### config.mk
export PLATFORM = sky130hd
export DESIGN_NAME = div_16x8_seq_flat
export DESIGN_NICKNAME = d
export VERILOG_FILES = /design/src/rtl/div_16x8_seq_if.sv /design/src/rtl/div_16x8_seq.sv /design/src/flat_wrapper.sv
export SDC_FILE = /design/constraint.sdc
export NUM_CORES = 1
export LEC_CHECK = 0
export ABC_AREA = 1
export BUFFER_PORTS_ARGS = -buffer_cell sky130_fd_sc_hd__buf_2
export CORE_MARGIN = 1.5
export CORE_UTILIZATION = 61
export CTS_CLUSTER_DIAMETER = 60
export DETAILED_ROUTE_END_ITERATION = 10
export GPL_ROUTABILITY_DRIVEN = 0
export HOLD_SLACK_MARGIN = 0.02
export PLACE_DENSITY = 0.94
export SYNTH_ARGS = -nofsm -noshare
export SYNTH_HDL_FRONTEND = slang
export SYNTH_SLANG_ARGS = --single-unit
### constraint.sdc
create_clock -name clk -period 2.7 [get_ports clk]
set_clock_uncertainty 0.05 [all_clocks]
set_input_delay 0.54 -clock clk [delete_from_list [all_inputs] [get_ports clk]]
set_output_delay 0.54 -clock clk [all_outputs]
set_load 0.1 [all_outputs]
### src/rtl/div_16x8_seq_if.sv
// Operand/result handshake bundle for the sequential divider.
// The dbz flag exists only when DIV_DBZ_FLAG_EN is defined.
`timescale 1ns/1ps
interface div_16x8_seq_if #(
  parameter int DVD_W = 16,
  parameter int DVS_W = 8
);
  logic             in_valid;
  logic             in_ready;
  logic [DVD_W-1:0] dividend;
  logic [DVS_W-1:0] divisor;
  logic             out_valid;
  logic             out_ready;
  logic [DVD_W-1:0] quotient;
  logic [DVS_W-1:0] remainder;
`ifdef DIV_DBZ_FLAG_EN
  logic             dbz;
`endif

  // Producer of operands and consumer of results.
  modport master (
    output in_valid, dividend, divisor, out_ready,
`ifdef DIV_DBZ_FLAG_EN
    input  dbz,
`endif
    input  in_ready, out_valid, quotient, remainder
  );

  // The divider itself.
  modport slave (
    input  in_valid, dividend, divisor, out_ready,
`ifdef DIV_DBZ_FLAG_EN
    output dbz,
`endif
    output in_ready, out_valid, quotient, remainder
  );
endinterface

### src/rtl/div_16x8_seq.sv
// Sequential restoring divider: DVD_W-bit unsigned dividend by DVS_W-bit
// unsigned divisor, one quotient bit per clock, MSB first.
// Three-state FSM IDLE -> CALC -> DONE with valid/ready on both sides.
// Divide by zero returns quotient all ones and remainder = low dividend bits.
// Optional macro DIV_DBZ_FLAG_EN adds a registered divide-by-zero flag (dbz).
// DVS_W must not exceed DVD_W, and DVD_W must be at least 2.
`timescale 1ns/1ps
module div_16x8_seq #(
  parameter int DVD_W = 16,
  parameter int DVS_W = 8
) (
  input  logic              clk,
  input  logic              rst_n,
  div_16x8_seq_if.slave     bus
);

  localparam int CNT_W = (DVD_W > 1) ? $clog2(DVD_W) : 1;

  typedef enum logic [1:0] {
    IDLE = 2'd0,
    CALC = 2'd1,
    DONE = 2'd2
  } state_t;

  state_t             r_state;
  logic [CNT_W-1:0]   r_cnt;
  // r_work starts as the dividend; each step shifts one dividend bit out of
  // the top and one quotient bit into the bottom, so it ends as the quotient.
  logic [DVD_W-1:0]   r_work;
  logic [DVS_W-1:0]   r_part;
  logic [DVS_W-1:0]   r_dvs;
  logic [DVD_W-1:0]   r_quotient;
  logic [DVS_W-1:0]   r_remainder;
  logic               r_in_ready;
  logic               r_out_valid;
`ifdef DIV_DBZ_FLAG_EN
  logic               r_dbz;
`endif

  logic [DVS_W:0]     w_shift;
  logic [DVS_W+1:0]   w_diff;
  logic               w_ge;
  logic [DVS_W:0]     w_rem_full;
  logic [DVS_W-1:0]   w_part_nxt;
  logic [DVD_W-1:0]   w_work_nxt;
  logic               w_unused_msb;

  // One restoring step: shift in the next dividend bit, trial-subtract the
  // divisor with an extra sign bit, keep the difference when non-negative.
  always_comb begin
    w_shift    = {r_part, r_work[DVD_W-1]};
    w_diff     = {1'b0, w_shift} - {2'b00, r_dvs};
    w_ge       = ~w_diff[DVS_W+1];
    w_rem_full = w_ge ? w_diff[DVS_W:0] : w_shift;
    // The partial remainder is always below the divisor, so the top bit of
    // the selected value is zero and only the low DVS_W bits are kept.
    w_part_nxt = w_rem_full[DVS_W-1:0];
    w_work_nxt = {r_work[DVD_W-2:0], w_ge};
  end

  assign w_unused_msb = w_rem_full[DVS_W];

  // Control FSM plus datapath registers; all outputs are registered here.
  // NOTE: sequential state uses non-blocking assignments and the reset is in
  // the sensitivity list so it takes effect without waiting for a clock edge.
  always_ff @(posedge clk or negedge rst_n) begin
    if (!rst_n) begin
      r_state     <= IDLE;
      r_cnt       <= '0;
      r_work      <= '0;
      r_part      <= '0;
      r_dvs       <= '0;
      r_quotient  <= '0;
      r_remainder <= '0;
      r_in_ready  <= 1'b1;
      r_out_valid <= 1'b0;
`ifdef DIV_DBZ_FLAG_EN
      r_dbz       <= 1'b0;
`endif
    end else begin
      case (r_state)
        IDLE: begin
          // in_ready is high throughout IDLE, so in_valid alone is the handshake.
          if (bus.in_valid) begin
            r_work     <= bus.dividend;
            r_dvs      <= bus.divisor;
            r_part     <= '0;
            r_cnt      <= CNT_W'(DVD_W - 1);
            r_in_ready <= 1'b0;
            r_state    <= CALC;
          end
        end

        CALC: begin
          if (r_dvs == '0) begin
            // Zero divisor skips iteration; result ready one cycle after capture.
            r_quotient  <= '1;
            r_remainder <= r_work[DVS_W-1:0];
            r_out_valid <= 1'b1;
`ifdef DIV_DBZ_FLAG_EN
            r_dbz       <= 1'b1;
`endif
            r_state     <= DONE;
          end else begin
            r_work <= w_work_nxt;
            r_part <= w_part_nxt;
            if (r_cnt == '0) begin
              r_quotient  <= w_work_nxt;
              r_remainder <= w_part_nxt;
              r_out_valid <= 1'b1;
`ifdef DIV_DBZ_FLAG_EN
              r_dbz       <= 1'b0;
`endif
              r_state     <= DONE;
            end else begin
              r_cnt <= r_cnt - 1'b1;
            end
          end
        end

        DONE: begin
          // Results hold until the consumer takes them.
          if (bus.out_ready) begin
            r_out_valid <= 1'b0;
            r_in_ready  <= 1'b1;
            r_state     <= IDLE;
          end
        end

        default: begin
          r_out_valid <= 1'b0;
          r_in_ready  <= 1'b1;
          r_state     <= IDLE;
        end
      endcase
    end
  end

  assign bus.in_ready  = r_in_ready;
  assign bus.out_valid = r_out_valid;
  assign bus.quotient  = r_quotient;
  assign bus.remainder = r_remainder;
`ifdef DIV_DBZ_FLAG_EN
  assign bus.dbz       = r_dbz;
`endif

endmodule

### src/flat_wrapper.sv
// flat-port wrapper written by rule: the top's interface ports become plain ports
module div_16x8_seq_flat 
#(
  parameter int DVD_W = 16,
  parameter int DVS_W = 8
)
  (clk, rst_n, bus_in_valid, bus_dividend, bus_divisor, bus_out_ready, bus_in_ready, bus_out_valid, bus_quotient, bus_remainder);
  div_16x8_seq_if #(.DVD_W(DVD_W), .DVS_W(DVS_W)) bus_i ();
  input  logic clk;
  input  logic rst_n;
  input wire logic [$bits(bus_i.in_valid)-1:0] bus_in_valid;
  input wire logic [$bits(bus_i.dividend)-1:0] bus_dividend;
  input wire logic [$bits(bus_i.divisor)-1:0] bus_divisor;
  input wire logic [$bits(bus_i.out_ready)-1:0] bus_out_ready;
  output wire logic [$bits(bus_i.in_ready)-1:0] bus_in_ready;
  output wire logic [$bits(bus_i.out_valid)-1:0] bus_out_valid;
  output wire logic [$bits(bus_i.quotient)-1:0] bus_quotient;
  output wire logic [$bits(bus_i.remainder)-1:0] bus_remainder;
  assign bus_i.in_valid = bus_in_valid;
  assign bus_i.dividend = bus_dividend;
  assign bus_i.divisor = bus_divisor;
  assign bus_i.out_ready = bus_out_ready;
  assign bus_in_ready = bus_i.in_ready;
  assign bus_out_valid = bus_i.out_valid;
  assign bus_quotient = bus_i.quotient;
  assign bus_remainder = bus_i.remainder;
  div_16x8_seq #(.DVD_W(DVD_W), .DVS_W(DVS_W)) u_core (.clk(clk), .rst_n(rst_n), .bus(bus_i));
endmodule
* After elaboration in Yosys (flattened, before gate mapping)
Cells that the tools add are included. Widths: inputs -> output; s select.
Word-level totals: register bits after elaboration 64, bits of input ports 28, output and inout port bits 26, logic and storage cells 60
Cells by class: $add $sub $neg 2, equal/unequal tests 7, mux-type cells 27, bitwise gates (word level) 3, reduce and logical (&&, ||, !) cells 12
Operators by type and width (count):
- $mux 16 | 4
- $mux 8 | 5
- $pmux 16 s2 | 1
- $pmux 8 s2 | 1
- $mux 4 | 3
- $reduce_and 3->1 | 4
- $sub 9x8->10 | 1
- $logic_not 8->1 | 1
- $mux 2 | 4
- $ne 2x2->1 const B | 4
- $pmux 4 s2 | 1
- $pmux 1 s3 | 2
- $pmux 2 s3 | 1
- $mux 1 | 5
- $logic_not 4->1 | 1
- $reduce_and 2->1 | 2
- $reduce_and 4->1 | 1
- $reduce_bool 2->1 | 2
- $sub 4x1->4 const B | 1
- $ne 3x1->1 const B | 1
- $not 1->1 | 3
- $eq 2x1->1 const B | 1
- $eq 2x2->1 const B | 1
- $logic_not 2->1 | 1

* Logic depth before layout (Yosys ltp)
Gate-level depths: netlist (run 1).
depth after elaboration 4, depth in mapped cells 12

* Least setup slack after synthesis (run 1)
Ideal clock, no wire load.
kind flip-flop to flip-flop, start point reg u_core.r_part[3], end point reg u_core.r_remainder[0], in the netlist u_core.bus.remainder[0], library setup time 0.123 ns, arrival time 1.614 ns, data required time 2.527 ns, setup slack 0.913 ns, stages on the path, launching flop included 12, path buffers 0, path through dfrtp_1 -> ha_1 -> nand2_1 -> inv_1 -> nand2_1 -> nand2_1 -> nand2_1 -> nand3_2 -> nand2_1 -> nand2_1 -> o21ai_0 -> nand2_1
On the way: word-level cells in the longest chain between the ends 4
RTL lines:
- from (decl) | line div_16x8_seq.sv:30 | logic [DVS_W-1:0] r_part;
- from (signal assigned) | line div_16x8_seq.sv:106 | r_part <= w_part_nxt;
- $sub 9x8->10 | line div_16x8_seq.sv:52 | w_diff = {1'b0, w_shift} - {2'b00, r_dvs};
- $mux 8 | line div_16x8_seq.sv:54 | w_rem_full = w_ge ? w_diff[DVS_W:0] : w_shift;
- $mux 8 | line div_16x8_seq.sv:107 | if (r_cnt == '0) begin
- $mux 8 | line div_16x8_seq.sv:95 | if (r_dvs == '0) begin
- to (signal assigned) | line div_16x8_seq.sv:98 | r_remainder <= r_work[DVS_W-1:0];
- to (signal assigned) | line div_16x8_seq.sv:109 | r_remainder <= w_part_nxt;
- to (decl) | line div_16x8_seq.sv:33 | logic [DVS_W-1:0] r_remainder;
Every way passes these cells. The select of a mux whose other input is x is not followed. A chain may end at the register's enable or synchronous reset.

* Worst setup path after layout (run 1)
start point reg u_core.r_part[3], end point reg u_core.r_remainder[2], in the netlist u_core.bus.remainder[2]
The elaborated chain is that of the path after synthesis.

==> results.md, run 1 <==
* Status: completed
* Vias per cell at 5.668
* Placement row count at 26
* Chip height at 76.49 um
* First-pass GRT wire length at 13.57 mm
* Starting Density at 0.6369
* WL final at 8.075 mm
* Final #Nets at 508
* Slowest CP cell: dfrtp_1
* Commonest non-fill, non-tap cells in the layout: nand2_1, dfrtp_1, buf_2
* # diodes at 0
* Post-CTS Setup Bufs at 0
* Clock transition at path regs at 0.08 ns
* R2R cell count at 11
* Fin Setup TNS at 0 ns
* Period utilization at 0.8614
* Placeable Area at 5172 um2
* DRC Markers at 0
* Detail Placement HPWL at 5.453 mm
* Seq/Total Area, Yosys at 0.4865
* CTS tree: done
* Initial antenna violation count at 0
* Post-route ant nets at 0
* Most common cell after layout, fill and taps aside: nand2_1
* Clk buf depth at 2
* Worst Path Max Fanout at 9
* Netlist cell types at 33
* Syn_nets at 452
* Unrepaired setup endpoints after global routing: no
* Worst R2R End: u_core.bus.remainder[2]
* Area delta synth->final at 15.76%
* Gr ovfl total at 0
* Hold-fix buffers, CTS at 0
* Slew @ Worst Pin at 0.7920 ns
* Clock Sink Count at 64
* Yosys reg bits at 64
* Worst setup path class: reg2reg
* Drt first pass iters at 5
* Critical-path cell list: ha_1, nand2_1, inv_1, nand2_1, nand2_1, nand2_1, nand3_2, nand2_1, nand2_1, o21ai_0, nand2_1
* Critical Path AT at 2.50 ns
* Largest net degree at the start of global routing at 65
* Die area at 5851 um2
* Critical path's largest stage delay at 0.43 ns
* Vias in the first global route at 2883
* CP required at 2.88 ns
* Drt wl/cell at 14.82 um
* Crit. End Element: flip-flop
* Critical Path Source: u_core.r_part[3]
* Slew headroom at 0.4720
* CTS root buffer: clkbuf_8
* Yosys warns at 0
* Layout cells sized above 1 at 0.1895
* Die width at 76.49 um
* Final hold viol count at 0
* Hold Crit Class: in2async
* Final setup fails at 0
* I/O Pins at 54
* Final max-slew violation count at 0
* PortBufs at 53
* Worst-skew pair later-pin latency at 0.35 ns
* CP endpoint: u_core.bus.remainder[2]
* Reg2reg setup slack at 0.37 ns
* GRT Total Usage at 0.2930
* Max cap viols at 0
* Post-Syn Area at 3294 um2
* Tmin final at 2.326 ns
* Via count at 3089
* Peak Freq at 429.9 MHz
* CTS H-tree depth at 3
* R2r startpoint: u_core.r_part[3]
* Post-Syn Instances at 414
* CP Launch Type: flip-flop
* Most common cell on crit path: nand2_1
* Mean Syn Cell Area at 7.958 um2
* Initial DRC count at 379
* Resized Gates After CTS at 0
* Num CTS Buffers at 9
==> through the flow <==
stage | std cells | utilization | hold WS (ns) | setup WS, ns | area, um2
6_report | 545 | 0.7373 | 0.3211 | 0.3741 | 3814
5_1_grt | 545 | 0.7373 | 0.3650 | 0.2168 | 3814
4_1_cts | 545 | 0.7373 | 0.3359 | 0.4530 | 3814
3_5_place_dp | 529 | 0.6991 | 0.4147 | 0.5057 | 3616
3_3_place_gp | 529 | 0.6991 | 0.4027 | 0.5515 | 3616
2_1_floorplan | 414 | - | 0.1944 | 0.9131 | 3294
==> logic make-up (layout without fill, tap and decap cells) <==
family,count (synthesis),after routing,synth area share
AND/OR/NAND/NOR,227,227,0.2871
flip-flops,64,64,0.4865
AO/OA/AOI/OAI,59,59,0.1124
buffers and inverters,50,111,0.06304
adder cells (fa/ha/maj),10,10,0.04026
XOR/XNOR,4,4,0.01064
==> routing by layer <==
metal,wire (um),track usage,vias to the layer above,part of all wire
li1,-,-,1463,-
met1,3347,0.3892,1449,0.41
met2,3889,0.4643,143,0.48
met3,562,0.05988,34,0.070
met4,276,0.1333,0,0.034
met5,0,0,-,0
==> critical path: cells and delay by family (launching register included) <==
| kind | cells | cell delay [ns] |
|---|---|---|
| simple gates | 8 | 1.03 |
| flops | 1 | 0.43 |
| buf+inv | 1 | 0.08 |
| fa+ha+maj | 1 | 0.35 |
| compound gates | 1 | 0.25 |
==> cell usage after synthesis <==
cell	n	area, um2
o22ai_1	1	6.260
buf_4	2	15.01
o21ai_2	1	8.760
nor2_1	42	157.7
or2_1	1	6.260
nand2_1	150	563.0
xnor2_1	3	26.28
a21oi_1	6	30.03
inv_1	29	108.9
nor3_1	3	15.01
dfstp_2	1	26.28
nor2_2	1	6.260
or2_2	1	6.260
nand4_1	10	62.56
nand2_4	2	22.52
nand3_2	2	20.02
buf_6	1	11.26
dfrtp_1	63	1577
clkinv_1	1	3.750
nand3_1	12	60.06
o21ai_0	16	80.08
a31oi_1	15	93.84
buf_2	4	20.02
clkbuf_1	6	22.52
fa_1	1	20.02
ha_1	9	112.6
a21oi_4	1	16.27
o211ai_1	16	120.1
nand3b_1	2	15.01
o21ai_1	3	15.01
xor2_1	1	8.760
inv_2	7	26.28
nor2_4	1	11.26
==> worst min-delay path by stage <==
| stage | depth (start not counted) | slack (ns) | endpoint |
|---|---|---|---|
| after global placement | 2 | 0.40 | u_core.r_cnt[2] |
| after floorplan | 0 | 0.19 | u_core.bus.out_valid |
| final | 2 | 0.32 | u_core.r_dvs[5] |
| after global routing | 3 | 0.36 | u_core.r_dvs[4] |
| after detailed placement | 2 | 0.41 | u_core.r_cnt[2] |
| after CTS | 2 | 0.34 | u_core.r_dvs[5] |
==> area by class of cell <==
type	instances	area (um2)
Multi-Input combinational cell	300	1484
Clock inverter	5	56.30
Clock buffer	11	141.4
Inverter	37	138.9
Timing Repair Buffer	58	302.8
Fill cell	349	1359
Sequential cell	64	1603
Tap cell	70	87.58
==> flip-flops by register name (all words and copies together) (netlist names) <==
signal	cells
u_core.bus.in_ready	1
u_core.bus.out_valid	1
u_core.bus.quotient	16
u_core.bus.remainder	8
u_core.r_cnt	4
u_core.r_dvs	8
u_core.r_part	8
u_core.r_state	2
u_core.r_work	16
Power of run 1 is not shown: default switching activity piles up to over one toggle a cycle in this logic, so the estimate is an artifact.
==> inputs of run 2 (changes only) <==
--- a/config.mk
+++ b/config.mk
@@ -9,6 +9,7 @@
 export BUFFER_PORTS_ARGS = -buffer_cell sky130_fd_sc_hd__buf_2
 export CORE_MARGIN = 1.5
 export CORE_UTILIZATION = 61
+export CTS_BUF_LIST = sky130_fd_sc_hd__clkbuf_4 sky130_fd_sc_hd__clkbuf_8 sky130_fd_sc_hd__clkbuf_16
 export CTS_CLUSTER_DIAMETER = 60
 export DETAILED_ROUTE_END_ITERATION = 10
 export GPL_ROUTABILITY_DRIVEN = 0
==> run 2 against run 1 <==
Against the previous run: hold slack worse by 0.016 ns; routed wire length rose by 0.73%; clock-buffer cell count unchanged; global-route usage is essentially flat; register-to-register slack got worse by 0.02 ns; maximum frequency decreased by 0.78%; die area did not move; critical path depth unchanged; non-clock buffer count did not move; worst setup slack got worse by 0.018 ns; critical path type unchanged; flip-flop and latch count stayed put.
==> results.md, run 2 (same netlist as run 1, synthesis figures left out) <==
* DRC Markers at 0
* Fin Setup TNS at 0 ns
* Vias per cell at 5.750
* Drt first pass iters at 5
* Starting Density at 0.6369
* CTS tree: done
* # diodes at 0
* Largest net degree at the start of global routing at 65
* WL final at 8.134 mm
* Clk buf depth at 2
* Worst-skew pair later-pin latency at 0.35 ns
* CTS root buffer: clkbuf_8
* Commonest non-fill, non-tap cells in the layout: nand2_1, dfrtp_1, buf_2
* Placement row count at 26
* Die area at 5851 um2
* Unrepaired setup endpoints after global routing: no
* Period utilization at 0.8682
* Worst Path Max Fanout at 9
* Layout cells sized above 1 at 0.1916
* Placed Area at 3616 um2
* Max cap viols at 0
* Via count at 3134
* R2r startpoint: u_core.r_part[3]
* Crit. End Element: flip-flop
* Hold_ws at 0.3056 ns
* I/O Pins at 54
* Clock Sink Count at 64
* Final setup fails at 0
* Gr ovfl total at 0
* Clock transition at path regs at 0.08 ns
* GRT Total Usage at 0.2932
* Resized Gates After CTS at 0
* Tmin final at 2.344 ns
* Hold Crit Class: in2async
* First-pass GRT wire length at 13.55 mm
* Post-CTS Setup Bufs at 0
* Slew @ Worst Pin at 0.7868 ns
* Die width at 76.49 um
* Placed instance count at 529
* Final max-slew violation count at 0
* Num CTS Buffers at 9
* CTS H-tree depth at 3
* Fin area at 3817 um2
* Drt wl/cell at 14.92 um
* Area delta synth->final at 15.88%
* Slew headroom at 0.4755
* Final #Nets at 508
* Initial DRC count at 343
* Placeable Area at 5172 um2
* Worst setup path class: reg2reg
* Non-Filler Instances at 545
* Peak Freq at 426.6 MHz
* Initial antenna violation count at 0
* Status: completed
* Post-route ant nets at 0
* Vias in the first global route at 2889
* Worst R2R End: u_core.bus.remainder[2]
* Most common cell after layout, fill and taps aside: nand2_1
* Hold-fix buffers, CTS at 0
* CP required at 2.87 ns
* CP Launch Type: flip-flop
* Final hold viol count at 0
* Critical Path AT at 2.52 ns
* PortBufs at 53
* R2R cell count at 11
* Reg2reg setup slack at 0.36 ns
* Detail Placement HPWL at 5.453 mm
* Chip height at 76.49 um
[run 2: how the worst max path moves through the flow]
stage,start,to,cells past startpoint
after floorplan,u_core.r_part[3],u_core.bus.remainder[0],11
after global placement,u_core.r_part[3],u_core.bus.remainder[2],11
after detailed placement,u_core.r_part[3],u_core.bus.remainder[2],11
after CTS,u_core.r_part[3],u_core.bus.remainder[1],11
after global routing,u_core.r_part[2],u_core.bus.remainder[2],11
final,u_core.r_part[3],u_core.bus.remainder[2],11
[run 2: per-layer routing]
metal / routed length, um / global-route usage / share of wire
met5: 0 / 0 / 0
met1: 3347 / 0.3892 / 0.41
met2: 3960 / 0.4670 / 0.49
met3: 613 / 0.06946 / 0.075
met4: 212 / 0.1148 / 0.026
[run 2: area by class of cell]
type                            count  area (um2)
Clock buffer                       11       145.1
Clock inverter                      5       56.30
Fill cell                         354        1355
Inverter                           37       138.9
Multi-Input combinational cell    300        1484
Sequential cell                    64        1603
Tap cell                           70       87.58
Timing Repair Buffer               58       302.8
[run 2: stage by stage]
| stage | utilization | setup slack [ns] |
|---|---|---|
| floorplan | - | 0.9131 |
| global placement | 0.6991 | 0.5515 |
| detailed placement | 0.6991 | 0.5057 |
| CTS | 0.7380 | 0.4530 |
| global route | 0.7380 | 0.2118 |
| finish | 0.7380 | 0.3558 |
[run 2: worst max-delay path: stages (launching register included)]
cell and delay [ns]:
dfrtp_1 0.43, ha_1 0.35, nand2_1 0.14, inv_1 0.08, nand2_1 0.07, nand2_1 0.05, nand2_1 0.25, nand3_2 0.26
nand2_1 0.13, nand2_1 0.07, o21ai_0 0.25, nand2_1 0.08
Power of run 2 is left out for the same reason.
==> inputs of run 3 (changes only) <==
--- a/config.mk
+++ b/config.mk
@@ -14,6 +14,7 @@
 export DETAILED_ROUTE_END_ITERATION = 10
 export GPL_ROUTABILITY_DRIVEN = 0
 export HOLD_SLACK_MARGIN = 0.02
+export MAX_ROUTING_LAYER = met4
 export PLACE_DENSITY = 0.94
 export SYNTH_ARGS = -nofsm -noshare
 export SYNTH_HDL_FRONTEND = slang
==> run 3 against run 2 <==
Against the previous run: critical path type unchanged; register-to-register slack improved by 0.02 ns; core utilization unchanged; die area unchanged; global-route usage increased by 0.81 points; worst setup slack improved by 0.024 ns; hold slack got worse by 0.0056 ns; flip-flop and latch count unchanged.
==> results.md, run 3 (same netlist as run 1, synthesis figures left out) <==
* CTS tree: done
* I/O Pins at 54
* Chip height at 76.49 um
* Vias per cell at 5.743
* Final core utilization at 0.7380
* CP Launch Type: flip-flop
* Initial DRC count at 341
* Clk buf depth at 2
* Period utilization at 0.8592
* Placed Area at 3616 um2
* Detail Placement HPWL at 5.453 mm
* Final setup fails at 0
* CP required at 2.88 ns
* Num CTS Buffers at 9
* Post-route ant nets at 0
* Placement row count at 26
* Via count at 3130
* Hold Crit Class: in2async
* Fillers at 354
* Placeable Area at 5172 um2
* Crit. End Element: flip-flop
* Most common cell on crit path: nand2_1
* Initial antenna violation count at 0
* Fin Setup TNS at 0 ns
* CP top delay family: simple AND/OR/NAND/NOR gates
* Tmin final at 2.320 ns
* Post-CTS Setup Bufs at 0
* WL final at 8.178 mm
* Drt first pass iters at 5
* Critical Path AT at 2.50 ns
* DRC Markers at 0
* Starting Density at 0.6369
* Worst Path Max Fanout at 9
* Most common cell after layout, fill and taps aside: nand2_1
* CTS root buffer: clkbuf_8
* Status: completed
* Peak Freq at 431.1 MHz
* Vias in the first global route at 2896
* GRT Total Usage at 0.3013
* PortBufs at 53
* Final #Nets at 508
* Resized Gates After CTS at 0
* Unrepaired setup endpoints after global routing: no
* Die width at 76.49 um
* Worst-skew pair later-pin latency at 0.35 ns
* Commonest non-fill, non-tap cells in the layout: nand2_1, dfrtp_1, buf_2
* Hold-fix buffers, CTS at 0
* Critical-path cell list: ha_1, nand2_1, inv_1, nand2_1, nand2_1, nand2_1, nand3_2, nand2_1, nand2_1, o21ai_0, nand2_1
* Final hold viol count at 0
* Slowest CP cell: dfrtp_1
* Drt wl/cell at 15.01 um
* First-pass GRT wire length at 13.55 mm
* Final max-slew violation count at 0
* Max cap viols at 0
* Layout cells sized above 1 at 0.1916
* Largest net degree at the start of global routing at 65
* # diodes at 0
* Buffers and inverters on the worst path at 1
* Worst setup path class: reg2reg
* Gr ovfl total at 0
* Clock Sink Count at 64
* Slew @ Worst Pin at 0.7934 ns
* Fin area at 3817 um2
* Area delta synth->final at 15.88%
* CTS H-tree depth at 3
* Slew headroom at 0.4711
* Critical path's largest stage delay at 0.43 ns
* Die area at 5851 um2
* Clock transition at path regs at 0.08 ns
==> run 3: cell counts in the layout (fill, tap and decap cells not counted) <==
Identical to the previous run, type by type.
==> run 3: per-layer routing <==
| layer | vias to the layer above | share of wire | wire (um) | global-route usage |
|---|---|---|---|---|
| met5 | - | 0 | 0 | - |
| li1 | 1460 | - | - | - |
| met1 | 1468 | 0.42 | 3408 | 0.3876 |
| met4 | 0 | 0.030 | 242 | 0.1259 |
| met2 | 173 | 0.48 | 3926 | 0.4670 |
| met3 | 29 | 0.073 | 601 | 0.06228 |
==> run 3: path summary, 6_finish.rpt <==
path,from,endpoint,slack [ns],cells past startpoint
max in group asynchronous,rst_n,u_core.r_work[8],1.78,2
min reg2reg,u_core.r_cnt[2],u_core.r_cnt[2],0.43,2
max reg2reg,u_core.r_part[3],u_core.bus.remainder[2],0.38,11
max,u_core.r_part[3],u_core.bus.remainder[2],0.38,11
min in group clk,bus_divisor[5],u_core.r_dvs[5],0.36,3
min,rst_n,u_core.r_dvs[6],0.30,2
==> run 3: per-stage QoR <==
stage,cells,setup slack (ns),hold WS [ns]
2_1_floorplan,414,0.9131,0.1944
3_3_place_gp,529,0.5515,0.4027
3_5_place_dp,529,0.5057,0.4147
5_1_grt,545,0.2118,0.3631
4_1_cts,545,0.4530,0.3349
6_report,545,0.3802,0.3000
==> run 3: layout make-up <==
class	instances	area [um2]	share of cell area
inverters	37	138.9	0.03638
multi-input cells	300	1484	0.3887
flip-flops and latches	64	1603	0.4199
clock buffers	11	145.1	0.03802
well taps	70	87.58	0.02294
clock inverters	5	56.30	0.01475
repair buffers	58	302.8	0.07932
==> run 3: worst reg2reg max path, cell delays in order, from the launching register on <==
cell and delay (ns):
dfrtp_1 0.43, ha_1 0.35, nand2_1 0.14, inv_1 0.08, nand2_1 0.07, nand2_1 0.05, nand2_1 0.24, nand3_2 0.26
nand2_1 0.13, nand2_1 0.07, o21ai_0 0.24, nand2_1 0.08
Power of run 3 is left out for the same reason.
